[config.mk]
export PLATFORM = sky130hd
export DESIGN_NAME = mem_access_unit
export DESIGN_NICKNAME = d
export VERILOG_FILES = /design/src/rtl/mem_access_unit.sv
export SDC_FILE = /design/constraint.sdc
export NUM_CORES = 1
export LEC_CHECK = 0
export ABC_CLOCK_PERIOD_IN_PS = 5350
export BUFFER_PORTS_ARGS = -buffer_cell sky130_fd_sc_hd__clkbuf_2
export CORE_UTILIZATION = 52
export DETAILED_ROUTE_END_ITERATION = 8
export PLACE_DENSITY = 0.95
export SETUP_SLACK_MARGIN = 0.5
export SYNTH_ARGS = -nofsm -noshare
export SYNTH_HDL_FRONTEND = slang
export SYNTH_SLANG_ARGS = --single-unit
[constraint.sdc]
create_clock -name clk -period 5.35 [get_ports clk]
set_input_delay 1.07 -clock clk [delete_from_list [all_inputs] [get_ports clk]]
set_output_delay 1.07 -clock clk [all_outputs]
set_load 0.02 [all_outputs]
[src/rtl/mem_access_unit.sv]
// Memory-access stage: one req/ack data-memory transaction per load/store, with lane steering and load extension.
// Optional MEM_TIMEOUT_EN aborts a transfer after TIMEOUT_CYCLES unacknowledged REQ cycles.
module mem_access_unit #(
    parameter int TIMEOUT_CYCLES = 16
) (
    input  logic        clk,
    input  logic        rst,
    input  logic        ex_valid,
    input  logic        ex_load,
    input  logic        ex_store,
    input  logic [2:0]  ex_funct3,
    input  logic [31:0] ex_addr,
    input  logic [31:0] ex_store_data,
    output logic        dmem_req,
    output logic        dmem_we,
    output logic [31:0] dmem_addr,
    output logic [31:0] dmem_wdata,
    output logic [3:0]  dmem_wmask,
    input  logic [31:0] dmem_rdata,
    input  logic        dmem_ack,
    output logic        stall_out,
    output logic [31:0] wrap_load_out,
    output logic        mem_done_out,
    output logic        misalign_out,
    output logic        bus_err_out
);

    typedef enum logic [1:0] {IDLE, REQ, DONE} state_t;

    state_t      r_state;
    logic [2:0]  r_funct3;
    logic [1:0]  r_off;

    logic        w_isLoad;
    logic        w_isStore;
    logic        w_access;
    logic        w_legal;
    logic        w_aligned;
    logic        w_start;
    logic        w_bad;
    logic        w_timeout;
    logic [1:0]  w_off;
    logic [3:0]  w_wmask;
    logic [31:0] w_wdata;
    logic [7:0]  w_byte;
    logic [15:0] w_half;
    logic [31:0] w_loadExt;

    // A load wins when both load and store are flagged.
    assign w_isLoad  = ex_load;
    assign w_isStore = ex_store & ~ex_load;
    assign w_off     = ex_addr[1:0];
    assign w_access  = ex_valid & (ex_load | ex_store);
    assign w_start   = w_access & w_legal & w_aligned;
    assign w_bad     = w_access & ~(w_legal & w_aligned);
    assign stall_out = (r_state == REQ) | ((r_state == IDLE) & w_start);

    always_comb begin
        w_legal   = 1'b0;
        w_aligned = 1'b0;
        if (w_isLoad)
            w_legal = ex_funct3 inside {3'b000, 3'b001, 3'b010, 3'b100, 3'b101};
        else
            w_legal = ex_funct3 inside {3'b000, 3'b001, 3'b010};
        case (ex_funct3[1:0])
            2'b00:   w_aligned = 1'b1;
            2'b01:   w_aligned = ~w_off[0];
            2'b10:   w_aligned = (w_off == 2'b00);
            default: w_aligned = 1'b0;
        endcase
    end

    always_comb begin
        w_wmask = 4'b0000;
        w_wdata = ex_store_data;
        case (ex_funct3[1:0])
            2'b00: begin
                w_wmask = 4'b0001 << w_off;
                w_wdata = {4{ex_store_data[7:0]}};
            end
            2'b01: begin
                w_wmask = 4'b0011 << {w_off[1], 1'b0};
                w_wdata = {2{ex_store_data[15:0]}};
            end
            default: begin
                w_wmask = 4'b1111;
                w_wdata = ex_store_data;
            end
        endcase
    end

    always_comb begin
        w_byte    = dmem_rdata[{r_off, 3'b000} +: 8];
        w_half    = r_off[1] ? dmem_rdata[31:16] : dmem_rdata[15:0];
        w_loadExt = dmem_rdata;
        case (r_funct3)
            3'b000:  w_loadExt = {{24{w_byte[7]}}, w_byte};
            3'b100:  w_loadExt = {24'd0, w_byte};
            3'b001:  w_loadExt = {{16{w_half[15]}}, w_half};
            3'b101:  w_loadExt = {16'd0, w_half};
            default: w_loadExt = dmem_rdata;
        endcase
    end

`ifdef MEM_TIMEOUT_EN
    localparam int CW = $clog2(TIMEOUT_CYCLES + 1);
    logic [CW-1:0] r_tmoCnt;

    // An ack in the same cycle as the limit takes priority over the abort.
    assign w_timeout = (r_state == REQ) & ~dmem_ack & (r_tmoCnt == CW'(TIMEOUT_CYCLES - 1));

    always_ff @(posedge clk or negedge rst) begin
        if (!rst) begin
            r_tmoCnt    <= '0;
            bus_err_out <= 1'b0;
        end else begin
            bus_err_out <= w_timeout;
            if (r_state == IDLE)
                r_tmoCnt <= '0;
            else if ((r_state == REQ) && !dmem_ack)
                r_tmoCnt <= r_tmoCnt + 1'b1;
        end
    end
`else
    assign w_timeout   = 1'b0;
    assign bus_err_out = 1'b0;
`endif

    always_ff @(posedge clk or negedge rst) begin
        if (!rst) begin
            r_state       <= IDLE;
            r_funct3      <= 3'd0;
            r_off         <= 2'd0;
            dmem_req      <= 1'b0;
            dmem_we       <= 1'b0;
            dmem_addr     <= 32'd0;
            dmem_wdata    <= 32'd0;
            dmem_wmask    <= 4'd0;
            wrap_load_out <= 32'd0;
            mem_done_out  <= 1'b0;
            misalign_out  <= 1'b0;
        end else begin
            mem_done_out <= 1'b0;
            misalign_out <= 1'b0;
            case (r_state)
                IDLE: begin
                    if (w_start) begin
                        r_state    <= REQ;
                        r_funct3   <= ex_funct3;
                        r_off      <= w_off;
                        dmem_req   <= 1'b1;
                        dmem_we    <= w_isStore;
                        dmem_addr  <= {ex_addr[31:2], 2'b00};
                        dmem_wdata <= w_isStore ? w_wdata : 32'd0;
                        dmem_wmask <= w_isStore ? w_wmask : 4'd0;
                    end else if (w_bad) begin
                        misalign_out  <= 1'b1;
                        wrap_load_out <= 32'd0;
                    end
                end
                REQ: begin
                    if (dmem_ack || w_timeout) begin
                        r_state       <= DONE;
                        dmem_req      <= 1'b0;
                        dmem_we       <= 1'b0;
                        dmem_wmask    <= 4'd0;
                        mem_done_out  <= 1'b1;
                        wrap_load_out <= (dmem_ack && !dmem_we) ? w_loadExt : 32'd0;
                    end
                end
                DONE:    r_state <= IDLE;
                default: r_state <= IDLE;
            endcase
        end
    end

endmodule

==> flow_summary.ini <==
[worst_setup_path]
max_stage_delay_ns = 0.39
endpoint_kind = output port
required_ns = 4.28
r2r_cells = 4
path_max_fanout = 32
crit_chain = clkbuf_2 -> a21oi_1 -> a21o_1 -> nand2_1 -> nand2_1 -> clkbuf_2
critPathSlowestCell = clkbuf_2
reg2reg_from = r_funct3[0]
crit_type = in -> out
cp.arrival_ns = 2.39
crit_start = ex_funct3[1]
startpoint_type = input port

[hold_path]
hold_class = reg -> reg
worstHoldPathCells = 1
min_from = wrap_load_out[9]

[sta]
slew-limit-headroom_pct = 16.0
rsz0062_at_grt = no
finClkSkew_ns = 0.0108
fmax_mhz = 289
setup_viol = 0
finalHoldViolations = 0
fin_crit_sh_pct = 64.7
min_period_ns = 3.46
slew_viol_final = 0
tightest_slew_ns = 1.24
fin_setup_tns_ns = 0

[cts]
cts.clk_slew.worst_paths_ns = 0.10
clock_sinks = 109
root_buffer = clkbuf_8
clock_path_buffers = 2
cts_tree = yes
clock_latency_ns = 0.36
h-tree-depth = 3
numCtsBuffers = 9
cts-hold-fix-buffers = 0
cts_resized = 0
post_cts.repair.setup_buffers = 0

[yosys]
syn_inst = 409
synth_area_per_cell_um2 = 12.3
ys_ff_latch = 109
synth-main-ff-cell = dfrtp_1
synth_cell_types = 51
yosysSeqAreaShare_pct = 54.4
yosysTopAreaCell = dfrtp_1
yosys-top-cells-area = dfrtp_1 54%, mux2_2 9.2%, mux2i_1 4.4%
synth_top_cell_area_share_pct = 54.4
syn_area_um2 = 5010
synth_edf_count = 0
async_flop_share_pct = 100
ys_warn_count = 0

[power]
power_frac_seq_pct = 44.4
p_int_mw = 1.69
clkPwrFrac_pct = 21.6
p_per_area_nw_per_um2 = 418
p_comb_share_pct = 34.1
switching_power_mw = 0.949
p_leak_nw = 3.24
ir_drop_mv = 0.249
swShare_pct = 36.0

[placement]
gp_congestion = 0.874
portBuffers = 207
postPlaceCellArea_um2 = 6080
dp.cells = 718
hpwlAfterDp_mm = 9.70

[floorplanning]
rows = 35
die_area_um2 = 10000
dieWidth_um = 100
core_area_um2 = 9280
ioPinCount = 211
start_util_pct = 54.0
dieHeight_um = 100

[drt]
drc = 0
dr.pass1.iters = 5
drt_iter0_markers = 235
ant_nets = 0
drt-total-wl_mm = 12.9
wl_per_cell_um = 17.6
viasPerCell = 5.78
vias = 4233

[global_routing]
grt_antenna_before_repair = 0
overflow = 0
grt_pass1_vias = 4080
grt_max_degree = 77
grt_pass1_wl_mm = 20.6
globalRouteTotalUtil_pct = 26.4

[final_layout]
final_cells = 732
drive_gt1_share_pct = 48.3
n_antenna_cell = 0
final_area_um2 = 6310
fillers = 709
final_net_count = 705
area_growth_pct = 25.8

[run_status]
status = complete, no violations

[run]
cap_viol_max_count = 0
## sequential cells by signal, indices dropped and copies added, names as in the netlist
register,flops
dmem_wdata,32
wrap_load_out,32
dmem_addr,30
dmem_wmask,4
r_funct3,3
r_off,2
r_state,2
dmem_req,1
dmem_we,1
mem_done_out,1
misalign_out,1
## worst paths after layout
check	to	slack [ns]
hold / removal	wrap_load_out[9]	0.49
setup reg to reg	wrap_load_out[16]	2.76
max in group asynchronous	r_funct3[1]	3.50
setup / recovery	stall_out	1.89
min in group asynchronous	dmem_addr[30]	0.84
hold reg to reg	wrap_load_out[9]	0.49
## worst max-delay path: cells and delay by family
| family | cells | cell delay (ns) |
|---|---|---|
| AO/OA/AOI/OAI | 2 | 0.56 |
| buffers and inverters | 2 | 0.57 |
| AND/OR/NAND/NOR | 2 | 0.18 |
## cell families after synthesis
logic type / after synthesis / share of synthesized area, %
buffers and inverters: 37 / 3.99
DFF: 109 / 54.4
and+or+nand+nor: 68 / 6.96
muxes: 65 / 14.4
other: 1 / 0.0748
AOI/OAI and AO/OA: 129 / 20.2
## stage by stage
step                      power (mW)  hold slack, ns  util (%)  setup slack [ns]
after floorplan                 1.75           0.560         -              2.07
after global placement          2.04           0.461      65.5              1.95
after detailed placement        2.08           0.465      65.5              1.92
after CTS                       2.66           0.488      67.9              1.91
after global routing            2.77           0.501      67.9              1.77
final                           2.64           0.485      67.9              1.89
## layout by cell type, fill, tap and decap left out, types with 2 or more instances in the layout
cell type    n
bufinv_16    3
nor4_1       2
conb_1       3
o31ai_1      2
nor2b_1      4
o21a_1       5
a21o_1       9
mux2i_1     22
buf_4        4
nand4_1      2
nand2_1     25
mux2_2      41
clkbuf_2   206
inv_1        4
a221o_2     16
o2bb2ai_1   21
clkbuf_8     9
a21oi_1     16
nor2_1      10
nor3_1       7
nand2b_1     4
o21ai_0     28
dfrtp_1    109
nand3_1      3
o22ai_1      5
a22o_1      17
## layer usage
metal	wire (um)	global-route usage, %
met3	1070	5.85
met4	435	12.8
met2	6270	41.8
met1	5110	34.5
met5	0	0
## final cells by class
| class | count | area, um2 | share of cell area [%] |
|---|---|---|---|
| flip-flops and latches | 109 | 2730 | 43.2 |
| multi-input cells | 265 | 2110 | 33.5 |
| repair buffers | 210 | 1060 | 16.8 |
| well taps | 129 | 161 | 2.56 |
| clock buffers | 10 | 128 | 2.02 |
| clock inverters | 4 | 98.8 | 1.57 |
| inverters | 5 | 18.8 | 0.298 |
## cells in the mapped netlist, types with 2 or more instances
cell type,count
o21a_1,5
a21o_1,9
nor2b_1,4
mux2_2,41
inv_1,4
nor3_1,7
a21oi_1,17
buf_4,5
clkbuf_8,2
o31ai_1,2
dfrtp_1,109
buf_2,8
o22ai_1,5
nand2_1,25
nand4_1,2
nor2_1,11
a22o_1,17
nor4_1,2
nand3_1,3
a221o_2,16
buf_1,2
nand2b_1,4
o21ai_0,28
clkbuf_1,13
mux2i_1,22
o2bb2ai_1,21
## power by group through the flow
stage | Combinational (mW) | Clock (mW) | Sequential, mW
after global routing | 0.967 | 0.611 | 1.20
after global placement | 0.873 | 0 | 1.17
after CTS | 0.903 | 0.583 | 1.17
after floorplan | 0.391 | 0 | 1.36
after detailed placement | 0.901 | 0 | 1.18
final | 0.899 | 0.569 | 1.17
Note: power is estimated with default switching activity, not from simulation.
